<file path="src/rtl/uart_tx_arbiter_pkg.sv">
// rtl/uart_tx_arbiter_pkg.sv - shared widths, defaults and FSM encoding for the UART TX arbiter
package uart_tx_arbiter_pkg;

  localparam int UART_BYTE_W     = 8;
  localparam int NUM_REQ_DEFAULT = 4;

  typedef enum logic {
    ARB_EMPTY = 1'b0,
    ARB_FULL  = 1'b1
  } arb_state_e;

  function automatic int rr_next(input int cur, input int n);
    return (cur == n - 1) ? 0 : cur + 1;
  endfunction

endpackage

</file>
<file path="src/rtl/uart_tx_arbiter_rr_arbiter.sv">
// rtl/uart_tx_arbiter_rr_arbiter.sv - combinational rotating-priority picker
module rr_arbiter
  import uart_tx_arbiter_pkg::*;
#(
  parameter int NUM_REQ = NUM_REQ_DEFAULT,
  parameter int ID_W    = $clog2(NUM_REQ)
) (
  input  logic [NUM_REQ-1:0] req,
  input  logic [ID_W-1:0]    ptr,
  output logic [NUM_REQ-1:0] gnt,
  output logic [ID_W-1:0]    gnt_id,
  output logic               any
);

  logic [NUM_REQ-1:0]   masked;
  logic [2*NUM_REQ-1:0] dbl;

  // Low half holds requests at or above ptr, high half the full set, so the
  // lowest set bit of the pair is the first requester at or after ptr.
  always_comb begin
    masked = '0;
    for (int i = 0; i < NUM_REQ; i++) begin
      masked[i] = req[i] && (i >= int'(ptr));
    end
    dbl    = {req, masked};
    any    = |req;
    gnt_id = '0;
    for (int j = 2 * NUM_REQ - 1; j >= 0; j--) begin
      if (dbl[j]) gnt_id = ID_W'(j % NUM_REQ);
    end
    gnt = any ? (NUM_REQ'(1) << gnt_id) : '0;
  end

endmodule

</file>
<file path="src/rtl/uart_tx_arbiter.sv">
// rtl/uart_tx_arbiter.sv - round-robin share of one UART TX byte port; UART_TX_ARB_LOCK_EN adds message lock
module uart_tx_arbiter
  import uart_tx_arbiter_pkg::*;
#(
  parameter int NUM_REQ = NUM_REQ_DEFAULT,
  parameter int ID_W    = $clog2(NUM_REQ)
) (
  input  logic                           clk,
  input  logic                           reset,
  input  logic [UART_BYTE_W*NUM_REQ-1:0] req_data,
  input  logic [NUM_REQ-1:0]             req_valid,
  input  logic [NUM_REQ-1:0]             req_last,
  output logic [NUM_REQ-1:0]             req_ready,
  output logic [UART_BYTE_W-1:0]         tx_data,
  output logic                           tx_valid,
  input  logic                           tx_ready,
  output logic [ID_W-1:0]                grant_id,
  output logic                           busy
);

  arb_state_e             state_d, state_q;
  logic [UART_BYTE_W-1:0] tx_data_d, tx_data_q;
  logic [ID_W-1:0]        grant_id_d, grant_id_q;
  logic [ID_W-1:0]        last_grant_d, last_grant_q;
  logic [ID_W-1:0]        ptr, win_id;
  logic [NUM_REQ-1:0]     eligible, win;
  logic                   win_any, accept, lock_held;
  logic [UART_BYTE_W-1:0] win_data;

`ifdef UART_TX_ARB_LOCK_EN
  logic            lock_d, lock_q;
  logic [ID_W-1:0] lock_id_d, lock_id_q;

  // A held lock narrows eligibility to its owner even when the owner is idle.
  assign eligible  = lock_q ? (req_valid & (NUM_REQ'(1) << lock_id_q)) : req_valid;
  assign lock_held = lock_q;

  always_comb begin
    lock_d    = lock_q;
    lock_id_d = lock_id_q;
    if (accept) begin
      lock_d    = !req_last[win_id];
      lock_id_d = win_id;
    end
  end

  always_ff @(posedge clk) begin
    if (reset) begin
      lock_q    <= 1'b0;
      lock_id_q <= '0;
    end else begin
      lock_q    <= lock_d;
      lock_id_q <= lock_id_d;
    end
  end
`else
  logic unused_last;
  assign unused_last = ^req_last;
  assign eligible    = req_valid;
  assign lock_held   = 1'b0;
`endif

  assign ptr = ID_W'(rr_next(int'(last_grant_q), NUM_REQ));

  rr_arbiter #(.NUM_REQ(NUM_REQ), .ID_W(ID_W)) u_rr (
    .req    (eligible),
    .ptr    (ptr),
    .gnt    (win),
    .gnt_id (win_id),
    .any    (win_any)
  );

  assign accept    = (state_q == ARB_EMPTY) && !reset && win_any;
  assign req_ready = accept ? win : '0;

  always_comb begin
    win_data = '0;
    for (int i = 0; i < NUM_REQ; i++) begin
      if (win[i]) win_data = req_data[UART_BYTE_W*i +: UART_BYTE_W];
    end
  end

  always_comb begin
    state_d      = state_q;
    tx_data_d    = tx_data_q;
    grant_id_d   = grant_id_q;
    last_grant_d = last_grant_q;
    if (state_q == ARB_EMPTY) begin
      if (accept) begin
        state_d      = ARB_FULL;
        tx_data_d    = win_data;
        grant_id_d   = win_id;
        last_grant_d = win_id;
      end
    end else if (tx_ready) begin
      state_d = ARB_EMPTY;
    end
  end

  always_ff @(posedge clk) begin
    if (reset) begin
      state_q      <= ARB_EMPTY;
      tx_data_q    <= '0;
      grant_id_q   <= '0;
      last_grant_q <= ID_W'(NUM_REQ - 1);
    end else begin
      state_q      <= state_d;
      tx_data_q    <= tx_data_d;
      grant_id_q   <= grant_id_d;
      last_grant_q <= last_grant_d;
    end
  end

  assign tx_valid = (state_q == ARB_FULL);
  assign tx_data  = tx_data_q;
  assign grant_id = grant_id_q;
  assign busy     = tx_valid || lock_held;

endmodule

</file>
<file path="config.mk">
export PLATFORM = sky130hd
export DESIGN_NAME = uart_tx_arbiter
export DESIGN_NICKNAME = d
export VERILOG_FILES = /design/src/rtl/uart_tx_arbiter_pkg.sv /design/src/rtl/uart_tx_arbiter_rr_arbiter.sv /design/src/rtl/uart_tx_arbiter.sv
export SDC_FILE = /design/constraint.sdc
export NUM_CORES = 1
export LEC_CHECK = 0
export CAP_MARGIN = 40
export CORE_UTILIZATION = 41
export DETAILED_ROUTE_END_ITERATION = 8
export PLACE_DENSITY = 0.82
export SLEW_MARGIN = 5
export SYNTH_ARGS = -nofsm -noshare
export SYNTH_HDL_FRONTEND = slang
export SYNTH_HIERARCHICAL = 1
export SYNTH_SLANG_ARGS = --single-unit
</file>
<file path="constraint.sdc">
create_clock -name clk -period 5.03 [get_ports clk]
set_input_delay 1.006 -clock clk [delete_from_list [all_inputs] [get_ports clk]]
set_output_delay 1.006 -clock clk [all_outputs]
set_load 0.02 [all_outputs]
</file>
# == Word-level counts from Yosys, hierarchy flattened ==
# Cells that the tools add are included.
# op_classes
add_sub_neg,1
n_lt_le_gt_ge,3
n_eq_ne,1
n_shift,1
n_mux,17
bitwise,1
n_reduce_logical,8
# ops
operator,n
8-bit two-way mux,4
2-bit two-way mux,8
4-bit two-way mux,2
1-bit logical AND,5
"1-bit by 2-bit greater-or-equal comparator with 1-bit output, first input constant",2
4-bit OR reduction,1
"1-bit by 2-bit << shifter with 4-bit output, first input constant",1
1-bit two-way mux,3
"2-bit by 1-bit adder with 2-bit output, second input constant",1
"2-bit by 1-bit == test with 1-bit output, second input constant",1
"2-bit greater-or-equal comparator, first input constant",1
2-bit AND reduction,1
1-bit logical NOT,1
1-bit inverter,1
# totals
register_bits,13
inputBits,43
out_inout_bits,16

# == Logic depth before layout (Yosys ltp) ==
# logic_depth
word_depth,13
ltp_mapped,10
mapped_depth_nobuf,8

# == Cells and area by module ==
# Netlist, hierarchy kept.
# by_module_without_submodules
mod,instances,cells_per_inst,area_per_inst_um2,seq_area_each_um2
uart_tx_arbiter,1,99,860.8,260.2
rr_arbiter,1,33,205.2,0.0

# == Worst setup path after synthesis ==
# OpenSTA, ideal clock, no wires.
# synth_timing
path_kind,input to output
start,in req_valid[0]
end,out req_ready[3]
t_arrival_ps,2098
t_required_ps,4024
path_slack_ps,1926
cell_stages,6
n_path_buf,3
cell_sequence,buf_2 -> a21oi_1 -> o221a_2 -> buf_2 -> buf_2 -> and2_1
# synth_via
elab_chain_len,8
# synth_rtl
element,line,rtl
start: declaration,uart_tx_arbiter.sv:11,"input logic [NUM_REQ-1:0] req_valid,"
2-bit two-way mux (5 in a row),uart_tx_arbiter_rr_arbiter.sv:29,if (dbl[j]) gnt_id = ID_W'(j % NUM_REQ);
1-bit by 2-bit << shifter with 4-bit output,uart_tx_arbiter_rr_arbiter.sv:31,gnt = any ? (NUM_REQ'(1) << gnt_id) : '0;
4-bit two-way mux (*),uart_tx_arbiter_rr_arbiter.sv:31,
net win[3],uart_tx_arbiter.sv:26,"logic [NUM_REQ-1:0] eligible, win;"
4-bit two-way mux (*),uart_tx_arbiter.sv:74,assign req_ready = accept ? win : '0;
end: declaration,uart_tx_arbiter.sv:13,"output logic [NUM_REQ-1:0] req_ready,"
# The timed path passes the listed nets; every way through them passes the cells marked *.

# == Worst setup path after layout ==
# layout_timing
start,in req_valid[0]
end,out req_ready[1]
# layout_rtl
element,line,rtl
4-bit OR reduction (*),uart_tx_arbiter_rr_arbiter.sv:26,any = |req;
net win_any,uart_tx_arbiter.sv:27,"logic win_any, accept, lock_held;"
4-bit two-way mux or 1-bit logical AND (tied branches),"uart_tx_arbiter_rr_arbiter.sv:31, uart_tx_arbiter.sv:73",
4-bit two-way mux (*),uart_tx_arbiter.sv:74,
# Marked as above.

==> impl_metrics.env <==
export IMPL_antenna_cells=0
export IMPL_drcViolationCount=0
export IMPL_setup_violations=0
export IMPL_power_density_mw_per_mm2=218
export IMPL_critPathCaptureType="output pin"
export IMPL_status="completed"
export IMPL_worst_slew_pin_slew_ns=0.538
export IMPL_place_gp_congestion=0.787
export IMPL_drv_slew=0
export IMPL_start_util=0.430
export IMPL_worst_path_dominant_cell_family="buffers and inverters"
export IMPL_synth_compound_area_frac=0.401
export IMPL_cts_max_level=1
export IMPL_yosys_area_share_simple=0.198
export IMPL_fin_skew_ns=0.00463
export IMPL_fp_dieH_um=53.0
export IMPL_cp_required_ns=4.02
export IMPL_postRouteAntennaNets=0
export IMPL_syn_avg_cell_area_um2=8.08
export IMPL_path_buf_inv=2
export IMPL_postLayoutSetupSlackWorst_ns=0.835
export IMPL_period_share=0.834
export IMPL_fill_cells=217
export IMPL_layout_drive_gt1_share=0.145
export IMPL_r2r_start="last_grant_q[0]$_SDFFE_PP1P_"
export IMPL_syn_to_final_growth_pct=49.2
export IMPL_cp_max_fo=9
export IMPL_worstPathCellList="clkdlybuf4s50_1, nor2_1, nand2_1, nor3b_2, and2_2, clkdlybuf4s50_1"
export IMPL_row_count=18
export IMPL_coreArea_mm2=0.00248
export IMPL_clock_latency_ns=0.27
export IMPL_grt_antenna_before_repair=0
export IMPL_fmax_mhz=238
export IMPL_post_drt_wl_per_cell_um=13.6
export IMPL_nNetsFinal=224
export IMPL_crit_start="req_valid[0]"
export IMPL_viasPerCell=5.40
export IMPL_cts_setup_buffers=0
export IMPL_syn_nets=176
export IMPL_synth_adder_area_share=0.0117
export IMPL_grt_max_degree=18
export IMPL_leakage_uw=0.000595
export IMPL_pre_cts_slack_ns=0.873
export IMPL_wl_met1_mm=1.27
export IMPL_die_w_um=53.0
export IMPL_wl_met2_mm=1.49
export IMPL_wl_met3_um=77
export IMPL_cp_data_arrival_time_ns=3.19
export IMPL_root_buffer="clkbuf_4"
export IMPL_die_area_mm2=0.00281
export IMPL_crit_type="input port to output pin"
export IMPL_final_hold_violation_count=0
export IMPL_synth_mux_area_fraction=0.00939
export IMPL_vdd_drop_max_uv=106
export IMPL_rsz0062_at_grt="no"
export IMPL_yosysUniqueCellTypes=30
export IMPL_hold_start="grant_id[0]$_SDFFE_PP0P_"
export IMPL_clk_pin_slew_worst_paths_ns=0.08
export IMPL_tns_ns=0
export IMPL_clock_sinks=13
export IMPL_io_pins=59
export IMPL_hpwl_mm=2.22
export IMPL_maxCapViolCount=0
export IMPL_cts_buffer_depth=2
export IMPL_crit_slowest_cell="clkdlybuf4s50_1"
export IMPL_firstDrtPassIters=4
export IMPL_num_vias=1129
export IMPL_final_common_cell="clkdlybuf4s50_1"
export IMPL_fin_crit_ns=4.20
export IMPL_yosysSeqAreaShare=0.244
export IMPL_grt_pass1_wl_mm=4.60
export IMPL_cts_hold_buf=0
export IMPL_first_iter_violations=28
export IMPL_cts_buffers=3
export IMPL_synthXorXnorAreaFrac=0
export IMPL_yosys_warnings=6
export IMPL_start_kind="input port"
export IMPL_ff2ff_setup_slack_ns=2.80
export IMPL_gr_total_overflow=0
export IMPL_cts_repair_resized=0
export IMPL_grt_pass1_vias=1056
export IMPL_crit_top_cell="clkdlybuf4s50_1"
export IMPL_synth_area_mm2=0.00107
export IMPL_portBuffers=54
export IMPL_netlist_instances=132
export IMPL_most_common_layout_cells="clkdlybuf4s50_1, a21oi_1, nor2_1, dfxtp_1, inv_1"
export IMPL_max_stage_delay_ns=0.64
export IMPL_ys_seq_elements=13
export IMPL_grt_use_total=0.223
export IMPL_cts_tree="done"
export IMPL_highest_layer="met3"
export IMPL_finalWirelength_mm=2.84
export IMPL_hp_class="flip-flop to flip-flop"
export IMPL_synth_top_family_by_area="compound AO/OA/AOI/OAI gates"
export IMPL_slew_headroom=0.640
[synthesized netlist by cell type]
cell       number  area, um2
a211oi_1        1       7.51
a211oi_2        8        100
a21boi_0        1       7.51
a21oi_1        18       90.1
a21oi_2         7       61.3
a221o_1         8       80.1
a22o_1          1       8.76
a311oi_1        1       8.76
and2_1          4       25.0
and2_2          1       7.51
buf_2           5       25.0
buf_4           3       22.5
buf_6           4       45.0
clkbuf_2        2       10.0
dfxtp_1        13        260
ha_1            1       12.5
inv_1          11       41.3
mux2i_1         1       10.0
nand2_1         7       26.3
nand2b_1        1       6.26
nand3b_1        8       60.1
nor2_1         15       56.3
nor2b_1         1       6.26
nor3b_2         1       12.5
o21ai_0         3       15.0
o21bai_1        1       7.51
o221a_2         2       22.5
o2bb2a_1        1       10.0
o2bb2ai_1       1       8.76
or3b_4          1       11.3
[through the flow]
stage,area [um2],power (uW),instances,hold slack [ns],utilization
6_report,1590,346,209,0.461,0.642
5_1_grt,1590,368,209,0.495,0.642
4_1_cts,1590,347,209,0.463,0.642
3_5_place_dp,1560,284,205,0.451,0.631
3_3_place_gp,1560,279,205,0.447,0.631
2_1_floorplan,1070,227,132,0.434,-
[area by class of cell]
cell class / count / area, um2 / share of cell area
clock buffer: 4 / 26.3 / 0.0165
inverter: 11 / 41.3 / 0.0260
multi-input combinational: 94 / 662 / 0.416
sequential: 13 / 260 / 0.164
tap: 30 / 37.5 / 0.0236
timing repair buffer: 57 / 563 / 0.354
[kinds of logic (layout without fill, tap and decap cells)]
logic type | count (synthesis) | after routing
muxes | 1 | 1
buffers and inverters | 25 | 72
AOI/OAI and AO/OA | 53 | 53
DFF | 13 | 13
adders and majority gates | 1 | 1
and+or+nand+nor | 39 | 39
[final timing paths]
kind,end,depth (start not counted)
min reg2reg,grant_id[0]$_SDFFE_PP0P_,2
min,grant_id[0]$_SDFFE_PP0P_,2
max reg2reg,tx_data[1]$_SDFFE_PP0P_,8
max,req_ready[1],6
[worst reg2reg max path, stage by stage, from the launching register on]
cell and delay, ns:
dfxtp_1 0.34, ha_1 0.20, nor2_1 0.31, o2bb2ai_1 0.18, a22o_1 0.15, and2_1 0.33
nand3b_1 0.13, a221o_1 0.34, a211oi_2 0.18
[routing by layer]
layer | up-vias | track usage
li1 | 567 | -
met1 | 533 | 0.279
met2 | 29 | 0.392
met3 | 0 | 0.0172
met4 | 0 | 0.0789
met5 | - | 0
[registers in the layout, indices dropped and copies added (netlist names)]
name          cells
last_grant_q      2
grant_id          2
tx_data           8
busy              1
[report_power, final]
part | switching, uW | leakage, uW | internal, uW
logic | 80.1 | 0.000473 | 85.2
clock network | 32.3 | 0.0000150 | 30.7
registers | 5.58 | 0.000107 | 112
(Power assumes the default switching activity.)
